$ cat config.mk
export PLATFORM = sky130hd
export DESIGN_NAME = lcd_reader_flat
export DESIGN_NICKNAME = d
export VERILOG_FILES = /design/src/rtl/lcd_reader_if.sv /design/src/rtl/lcd_reader.sv /design/src/flat_wrapper.sv
export SDC_FILE = /design/constraint.sdc
export NUM_CORES = 1
export LEC_CHECK = 0
export CORE_ASPECT_RATIO = 0.5
export CORE_MARGIN = 4
export CORE_UTILIZATION = 58
export CTS_CLUSTER_SIZE = 40
export DETAILED_ROUTE_END_ITERATION = 7
export HOLD_SLACK_MARGIN = 0.12
export PLACE_DENSITY = 0.84
export SYNTH_ARGS = -nofsm -noshare
export SYNTH_HDL_FRONTEND = slang
export SYNTH_SLANG_ARGS = --single-unit
$ cat constraint.sdc
create_clock -name clk -period 4.9 [get_ports clk]
set_input_delay 0.49 -clock clk [delete_from_list [all_inputs] [get_ports clk]]
set_output_delay 0.49 -clock clk [all_outputs]
set_load 0.05 [all_outputs]
$ cat src/rtl/lcd_reader_if.sv
// Host-side request/response and LCD pin bundle for lcd_reader.
// slave = the reader engine, master = the requester / pin mux side.
interface lcd_reader_if;
   logic       do_read;
   logic       read_rs;
   logic       poll_busy;
   logic [3:0] lcddat_in;
   logic       lcde;
   logic       lcdrs;
   logic       lcdrw;
   logic       lcd_bus_req;
   logic       read_busy;
   logic       read_done;
   logic [7:0] read_data;
   logic       poll_timeout;

   modport slave (
      input  do_read, read_rs, poll_busy, lcddat_in,
      output lcde, lcdrs, lcdrw, lcd_bus_req, read_busy, read_done, read_data, poll_timeout
   );

   modport master (
      output do_read, read_rs, poll_busy, lcddat_in,
      input  lcde, lcdrs, lcdrw, lcd_bus_req, read_busy, read_done, read_data, poll_timeout
   );
endinterface

$ cat src/rtl/lcd_reader.sv
// 4-bit HD44780 read engine: two-nibble read of busy flag/address or data byte.
// Optional busy-poll loop enabled with macro LCD_READER_BUSY_POLL_EN.
module lcd_reader #(
   parameter int SETUP_CYC  = 2,
   parameter int E_HIGH_CYC = 12,
   parameter int HOLD_CYC   = 1,
   parameter int GAP_CYC    = 50,
   parameter int POLL_MAX   = 255
) (
   input  logic        clk,
   input  logic        reset,
   lcd_reader_if.slave bus
);

   typedef enum logic [2:0] {
      S_IDLE, S_SETUP, S_EHIGH, S_HOLD, S_GAP, S_DONE
   } state_t;

   localparam logic [15:0] C_SETUP = 16'(SETUP_CYC);
   localparam logic [15:0] C_EHIGH = 16'(E_HIGH_CYC);
   localparam logic [15:0] C_HOLD  = 16'(HOLD_CYC);
   localparam logic [15:0] C_GAP   = 16'(GAP_CYC);

   state_t      r_state, w_state_next;
   logic [15:0] r_cnt, w_cnt_next;
   logic        r_nib, w_nib_next;
   logic        r_rs, w_rs_next;
   logic [7:0]  r_data, w_data_next;
   logic        w_last;
   logic        w_restart;
   logic        w_timeout_hit;

   logic r_lcde, r_lcdrs, r_lcdrw, r_bus_req, r_busy, r_done, r_timeout;
   logic w_lcde_o, w_lcdrs_o, w_lcdrw_o, w_bus_req_o, w_busy_o, w_done_o, w_timeout_o;

   assign w_last = (r_cnt == 16'd1);

`ifdef LCD_READER_BUSY_POLL_EN
   logic        r_poll;
   logic [15:0] r_reads;

   // Poll mode only applies to status reads; r_reads counts completed byte reads.
   always_ff @(posedge clk) begin
      if (reset) begin
         r_poll  <= 1'b0;
         r_reads <= 16'd0;
      end else if (r_state == S_IDLE && bus.do_read) begin
         r_poll  <= bus.poll_busy & ~bus.read_rs;
         r_reads <= 16'd0;
      end else if (r_state == S_HOLD && w_last && r_nib) begin
         r_reads <= r_reads + 16'd1;
      end
   end

   assign w_restart     = r_poll && r_data[7] && ((r_reads + 16'd1) < 16'(POLL_MAX));
   assign w_timeout_hit = r_poll && r_data[7];
`else
   assign w_restart     = 1'b0;
   assign w_timeout_hit = 1'b0;
`endif

   always_comb begin
      w_state_next = r_state;
      w_cnt_next   = (r_cnt > 16'd1) ? r_cnt - 16'd1 : r_cnt;
      w_nib_next   = r_nib;
      w_rs_next    = r_rs;
      w_data_next  = r_data;

      case (r_state)
         S_IDLE: begin
            if (bus.do_read) begin
               w_rs_next    = bus.read_rs;
               w_nib_next   = 1'b0;
               w_state_next = S_SETUP;
               w_cnt_next   = C_SETUP;
            end
         end
         S_SETUP: begin
            if (w_last) begin
               w_state_next = S_EHIGH;
               w_cnt_next   = C_EHIGH;
            end
         end
         S_EHIGH: begin
            if (w_last) begin
               if (r_nib) w_data_next[3:0] = bus.lcddat_in;
               else       w_data_next[7:4] = bus.lcddat_in;
               w_state_next = S_HOLD;
               w_cnt_next   = C_HOLD;
            end
         end
         S_HOLD: begin
            if (w_last) begin
               if (!r_nib || w_restart) begin
                  w_state_next = S_GAP;
                  w_cnt_next   = C_GAP;
               end else begin
                  w_state_next = S_DONE;
                  w_cnt_next   = 16'd1;
               end
            end
         end
         S_GAP: begin
            // Toggling covers both high->low nibble and a poll restart back to high.
            if (w_last) begin
               w_nib_next   = ~r_nib;
               w_state_next = S_SETUP;
               w_cnt_next   = C_SETUP;
            end
         end
         S_DONE: begin
            w_state_next = S_IDLE;
            w_cnt_next   = 16'd0;
         end
         default: begin
            w_state_next = S_IDLE;
            w_cnt_next   = 16'd0;
         end
      endcase

      w_busy_o    = (r_state != S_IDLE);
      w_bus_req_o = w_busy_o;
      w_lcdrw_o   = w_busy_o;
      w_lcdrs_o   = w_busy_o & r_rs;
      w_lcde_o    = (r_state == S_EHIGH);
      w_done_o    = (r_state == S_DONE);
      w_timeout_o = (r_state == S_DONE) & w_timeout_hit;
   end

   // Pin/status outputs trail the state by one cycle so E is a clean flop output.
   always_ff @(posedge clk) begin
      if (reset) begin
         r_state   <= S_IDLE;
         r_cnt     <= 16'd0;
         r_nib     <= 1'b0;
         r_rs      <= 1'b0;
         r_data    <= 8'h00;
         r_lcde    <= 1'b0;
         r_lcdrs   <= 1'b0;
         r_lcdrw   <= 1'b0;
         r_bus_req <= 1'b0;
         r_busy    <= 1'b0;
         r_done    <= 1'b0;
         r_timeout <= 1'b0;
      end else begin
         r_state   <= w_state_next;
         r_cnt     <= w_cnt_next;
         r_nib     <= w_nib_next;
         r_rs      <= w_rs_next;
         r_data    <= w_data_next;
         r_lcde    <= w_lcde_o;
         r_lcdrs   <= w_lcdrs_o;
         r_lcdrw   <= w_lcdrw_o;
         r_bus_req <= w_bus_req_o;
         r_busy    <= w_busy_o;
         r_done    <= w_done_o;
         r_timeout <= w_timeout_o;
      end
   end

   assign bus.lcde         = r_lcde;
   assign bus.lcdrs        = r_lcdrs;
   assign bus.lcdrw        = r_lcdrw;
   assign bus.lcd_bus_req  = r_bus_req;
   assign bus.read_busy    = r_busy;
   assign bus.read_done    = r_done;
   assign bus.read_data    = r_data;
   assign bus.poll_timeout = r_timeout;

endmodule
$ cat src/flat_wrapper.sv
// flat-port wrapper written by rule: the top's interface ports become plain ports
module lcd_reader_flat 
#(
   parameter int SETUP_CYC  = 2,
   parameter int E_HIGH_CYC = 12,
   parameter int HOLD_CYC   = 1,
   parameter int GAP_CYC    = 50,
   parameter int POLL_MAX   = 255
)
  (clk, reset, bus_do_read, bus_read_rs, bus_poll_busy, bus_lcddat_in, bus_lcde, bus_lcdrs, bus_lcdrw, bus_lcd_bus_req, bus_read_busy, bus_read_done, bus_read_data, bus_poll_timeout);
  lcd_reader_if bus_i ();
  input  logic clk;
  input  logic reset;
  input wire logic [$bits(bus_i.do_read)-1:0] bus_do_read;
  input wire logic [$bits(bus_i.read_rs)-1:0] bus_read_rs;
  input wire logic [$bits(bus_i.poll_busy)-1:0] bus_poll_busy;
  input wire logic [$bits(bus_i.lcddat_in)-1:0] bus_lcddat_in;
  output wire logic [$bits(bus_i.lcde)-1:0] bus_lcde;
  output wire logic [$bits(bus_i.lcdrs)-1:0] bus_lcdrs;
  output wire logic [$bits(bus_i.lcdrw)-1:0] bus_lcdrw;
  output wire logic [$bits(bus_i.lcd_bus_req)-1:0] bus_lcd_bus_req;
  output wire logic [$bits(bus_i.read_busy)-1:0] bus_read_busy;
  output wire logic [$bits(bus_i.read_done)-1:0] bus_read_done;
  output wire logic [$bits(bus_i.read_data)-1:0] bus_read_data;
  output wire logic [$bits(bus_i.poll_timeout)-1:0] bus_poll_timeout;
  assign bus_i.do_read = bus_do_read;
  assign bus_i.read_rs = bus_read_rs;
  assign bus_i.poll_busy = bus_poll_busy;
  assign bus_i.lcddat_in = bus_lcddat_in;
  assign bus_lcde = bus_i.lcde;
  assign bus_lcdrs = bus_i.lcdrs;
  assign bus_lcdrw = bus_i.lcdrw;
  assign bus_lcd_bus_req = bus_i.lcd_bus_req;
  assign bus_read_busy = bus_i.read_busy;
  assign bus_read_done = bus_i.read_done;
  assign bus_read_data = bus_i.read_data;
  assign bus_poll_timeout = bus_i.poll_timeout;
  lcd_reader #(.SETUP_CYC(SETUP_CYC), .E_HIGH_CYC(E_HIGH_CYC), .HOLD_CYC(HOLD_CYC), .GAP_CYC(GAP_CYC), .POLL_MAX(POLL_MAX)) u_core (.clk(clk), .reset(reset), .bus(bus_i));
endmodule
# == After elaboration in Yosys (flattened, before gate mapping) ==
# Cells that the tools add are included.
# totals
inputBits,9
word_cells,51
register_bits,33
out_inout_bits,15
# op_classes
addsub,1
eq_ne,11
n_lt_le_gt_ge,1
n_reduce_logical,8
muxes,18
bitwise,2
# ops
cell,count
2-to-1 mux 16 bit,6
one-hot mux 16 bit (5 select lines),1
equality test 16 x 1 -> 1 bit (second input constant),1
greater-than comparator 16 x 1 -> 1 bit (second input constant),1
subtractor 16 x 1 -> 16 bit (second input constant),1
2-to-1 mux 3 bit,5
one-hot mux 3 bit (5 select lines),1
AND reduction 3 bit,3
!= test 2 x 1 -> 1 bit (second input constant),4
equality test 3 x 2 -> 1 bit (second input constant),2
equality test 3 bit (second input constant),2
2-to-1 mux 6 bit,1
AND reduction 5 bit,1
equality test 3 x 1 -> 1 bit (second input constant),1
zero test 3 bit,1
2-to-1 mux 1 bit,3
nonzero test 3 bit,1
!= test 2 bit (second input constant),1
one-hot mux 1 bit (2 select lines),1
AND reduction 2 bit,1
nonzero test 2 bit,1
bitwise AND 1 bit,1
NOT 1 bit,1

# == Longest topological paths before layout ==
# depth
ltp_word,4
ltp_mapped,8
ltp_nobuf,7

# == Worst setup path before layout ==
# No wires, ideal clock.
# synth_timing
path_kind,reg2reg
startpoint,reg u_core.r_cnt[10]
endpoint,reg u_core.r_cnt[1]
stages_incl_launch_ff,6
synth_period_minus_slack_ns,2.070
slack_ns,2.830
t_arrival_ns,1.979
n_path_buf,0
setup_ns,0.091
t_required_ns,4.809
cell_sequence,dfxtp_1 > or4_4 > or3_4 > nor2_4 > mux2_2 > a311oi_1
# synth_via
elab_chain_cells,4
elab_cells_between_ends,9
cone_classes,order compare: 1; eq/ne: 1; mux: 7
# synth_rtl
element,line,source
start: declaration,lcd_reader.sv:25,"logic [15:0] r_cnt, w_cnt_next;"
start signal: assignment,lcd_reader.sv:147,r_cnt <= w_cnt_next;
greater-than comparator 16 x 1 -> 1 bit,lcd_reader.sv:64,w_cnt_next = (r_cnt > 16'd1) ? r_cnt - 16'd1 : r_cnt;
2-to-1 mux 16 bit,lcd_reader.sv:64,
"2-to-1 mux 16 bit, on equally long branches",n/a,
one-hot mux 16 bit (5 select lines) (*),lcd_reader.sv:69,case (r_state)
# Every way passes the cells marked *; elsewhere a longest branch is shown, timed or not.
# A chain may end at the register's enable or synchronous reset.

# == Worst setup path after layout ==
# Same ends and word-level chain as after synthesis.

==> results by group <==
Power
  – Power per Cell Area: 748 nW/um^2
  – Clock power share: 14.8%
  – Comb power frac: 57.4%
  – P_leak: 0.766 nW
  – Internal: 0.833 mW
  – Sw frac: 45.5%
  – Maximum VDD drop: 0.000517 V
  – Psw: 0.695 mW
  – Register share of total power: 27.9%

Cells and area
  – P&R area growth vs syn: 15.4%
  – Area of the multi-input gates: 1010 um^2
  – Final cell count without fillers: 253
  – Finished Core Util: 74.3%
  – Antenna diode count: 0
  – Register area: 661 um^2
  – Nets@finish: 226
  – Share of post-route cells with drive strength above 1: 8.80%
  – Fillcell total: 211

Clocking
  – # resized after CTS: 0
  – Reg clk slew, reported paths: 0.07 ns
  – Clock Sinks: 33
  – Post CTS Setup Buffer Count: 0
  – TritonCTS clock tree: done
  – H-tree lvl count: 2
  – Clk buf depth: 2
  – Num CTS Buffers: 5
  – Clock root buffer: clkbuf_8
  – Skew-Pair Late Insertion Delay: 0.28 ns
  – CTS Hold Bufs: 0

Synth
  – Asr flop ratio synth: 0%
  – Ys flop type: dfxtp_1
  – Flops & latches, synth: 33
  – Synth Area in Adders: 1.41%
  – Post-synthesis mux area share: 5.16%
  – Number of synthesized flops with an enable pin: 0
  – Seq/Total Area, Yosys: 37.3%
  – Simple logic cell fraction of the synthesized area: 28.5%
  – Synthesized area per cell: 8.81 um^2
  – Post-Syn Area: 1770 um^2
  – Yosys cell types: 46
  – Warnings, synthesis: 0
  – Combinational family with the most area after synthesis: simple AND/OR/NAND/NOR gates
  – XOR/XNOR Fraction of Synth Area: 5.94%
  – Syn Inst Count: 201
  – Mapped Nets: 212
  – Compound-Gate Fraction of Synth Area: 15.6%

Placement
  – DP Cell Count: 245
  – Global placement routability congestion: 0.909
  – Place WS: 2.71 ns
  – Number of I/O port buffers: 21
  – Hpwl dp: 2570 um

Worst setup path
  – Worst-case reg-to-reg path depth: 5
  – Slowest cell on crit path: or4_4
  – Worst-path cell chain: or4_4 -> or3_4 -> nor2_4 -> mux2_2 -> a311oi_1
  – Worst-path maximum fanout: 5
  – Setup crit start kind: register
  – Cell family with most CP delay: simple AND/OR/NAND/NOR gates
  – FF-to-FF setup slack: 2.70 ns
  – Reg2Reg Launch Point: u_core.r_cnt[10]
  – Crit end category: register
  – WP data arrival: 2.39 ns
  – Worst endpoint required time: 5.09 ns
  – Worst Path Buf+Inv: 0
  – RR Endpoint: u_core.r_cnt[1]
  – CP max stage delay: 0.58 ns
  – WS Path Type: reg2reg

Detailed routing
  – First DRT Iteration DRCs: 106
  – Total wire length: 3680 um
  – DR pass1 iterations: 4
  – Wire length per cell: 14.5 um
  – DR vias/cell: 5.93
  – Routed vias: 1501
  – Detail Route Antenna Nets: 0
  – Residual DRC: 0

Timing
  – Setup Skew: 0.00388 ns
  – Worst-margin pin slew: 0.740 ns
  – Hold Worst Slack: 0.470 ns
  – Final hold vios: 0
  – Pins Over Slew Limit: 0
  – Crit share post-route: 44.9%
  – TNS Setup: 0 ns
  – Setup violators final: 0
  – Minimum clock period: 2.20 ns
  – Fmax: 455 MHz
  – Max_slew headroom: 50.5%
  – Unrepaired setup endpoints after global routing: false
  – Setup WS post-layout: 2.70 ns

Global routing
  – Largest net degree at the start of global routing: 22
  – Vias in the first global route: 1455
  – First-pass GRT wire length: 6620 um
  – Global route overflow: 0
  – Tot GR Track Use: 21.0%
  – Antenna violations before repair: 0

Floorplan
  – Die ar.: 4050 um^2
  – Initial Utilization: 64.4%
  – Number of core rows: 13
  – Die Height: 47.1 um
  – Die width: 86.1 um
  – Core region area: 2750 um^2
  – # IOs: 24

Worst hold path
  – Hold Path Sink: u_core.r_rs
  – HP Class: reg2reg
  – Min-delay src: u_core.r_rs
  – Hold path depth: 2

Flow run
  – Count of maximum capacitance violations: 0

Status
  – Status: finished clean
-- cell type report --
cell class	instances	area share, %
clock buffer	7	4.72
clock inverter	1	0.245
inverter	5	0.919
multi-input combinational	149	49.2
sequential	33	32.3
tap	37	2.27
timing repair buffer	21	10.3
-- metrics by stage --
stage          power, mW  cell area (um^2)
2_1_floorplan       1.14              1770
3_3_place_gp        1.27              1940
3_5_place_dp        1.30              1940
4_1_cts             1.53              2040
5_1_grt             1.68              2040
6_report            1.53              2040
-- cells in the mapped netlist (all sizes together) (6+ instances only) --
master | count | area share, %
dfxtp | 33 | 37
nor2 | 27 | 6.1
nand3 | 6 | 1.7
mux2i | 8 | 4.5
a21oi | 13 | 3.7
o21ai | 10 | 2.8
nor3 | 12 | 3.4
nor4 | 7 | 4.5
nand2 | 10 | 2.1
buf | 9 | 3.7
xor2 | 7 | 3.5
-- sequential cells by signal (all words and copies together), names as in the netlist --
name,cells
u_core.r_cnt,16
u_core.bus.read_done,1
u_core.bus.read_data,8
u_core.bus.lcdrw,1
u_core.bus.lcdrs,1
u_core.r_nib,1
u_core.r_state,3
u_core.bus.lcde,1
u_core.r_rs,1
-- layer usage --
metal / track usage, % / up-vias / wire (um)
met5: 0 / - / 0
met4: 5.68 / 0 / 24
met3: 7.71 / 5 / 297
met2: 36.9 / 52 / 1700
met1: 25.2 / 692 / 1650
li1: - / 752 / -
-- worst max path at each step --
stage / from / endpoint / depth (start not counted)
2_1_floorplan: u_core.r_cnt[10] / u_core.r_cnt[1] / 5
3_3_place_gp: u_core.r_cnt[10] / u_core.r_cnt[1] / 5
4_1_cts: u_core.r_cnt[10] / u_core.r_cnt[1] / 5
6_report: u_core.r_cnt[10] / u_core.r_cnt[1] / 5
3_5_place_dp: u_core.r_cnt[10] / u_core.r_cnt[1] / 5
5_1_grt: u_core.r_cnt[12] / u_core.r_cnt[5] / 5
-- power by group through the flow --
stage	registers, mW	clock network (mW)	logic, mW
2_1_floorplan	0.415	0	0.724
3_3_place_gp	0.427	0	0.845
3_5_place_dp	0.432	0	0.868
4_1_cts	0.426	0.230	0.879
5_1_grt	0.438	0.242	0.996
6_report	0.426	0.226	0.877
-- cells by family after synthesis --
group / after synthesis
other: 1
buffers and inverters: 19
XOR/XNOR: 12
AO/OA/AOI/OAI: 43
adder cells (fa/ha/maj): 2
flip-flops: 33
multiplexers: 9
AND/OR/NAND/NOR: 82
-- worst min-delay path: stages, from the launching register on --
cell	delay, ns
dfxtp_1	0.31
nand2_1	0.05
a21oi_1	0.06
-- layout by cell type (no fill, tap or decap), types with 2 or more instances in the layout --
cell type        Yosys  layout
or4_1                2       2
xnor2_1              5       5
nor2_1              26      26
nor3_1              12      12
nand2_1             10      10
o21ai_0             10      10
a21oi_1             13      13
nor4_1               4       4
and2_1               2       2
mux2i_1              8       8
o21a_1               2       2
nand3_1              6       6
a211oi_1             5       5
clkdlybuf4s50_1      0      21
ha_1                 2       2
inv_1                5       5
nor3b_1              2       2
o211ai_1             3       3
o211a_1              3       3
or4_4                2       2
xor2_1               7       7
nand4_1              4       4
nor4_4               2       2
nor2b_1              2       2
clkbuf_8             0       7
dfxtp_1             33      33
Note: power is estimated with default switching activity, not from simulation.
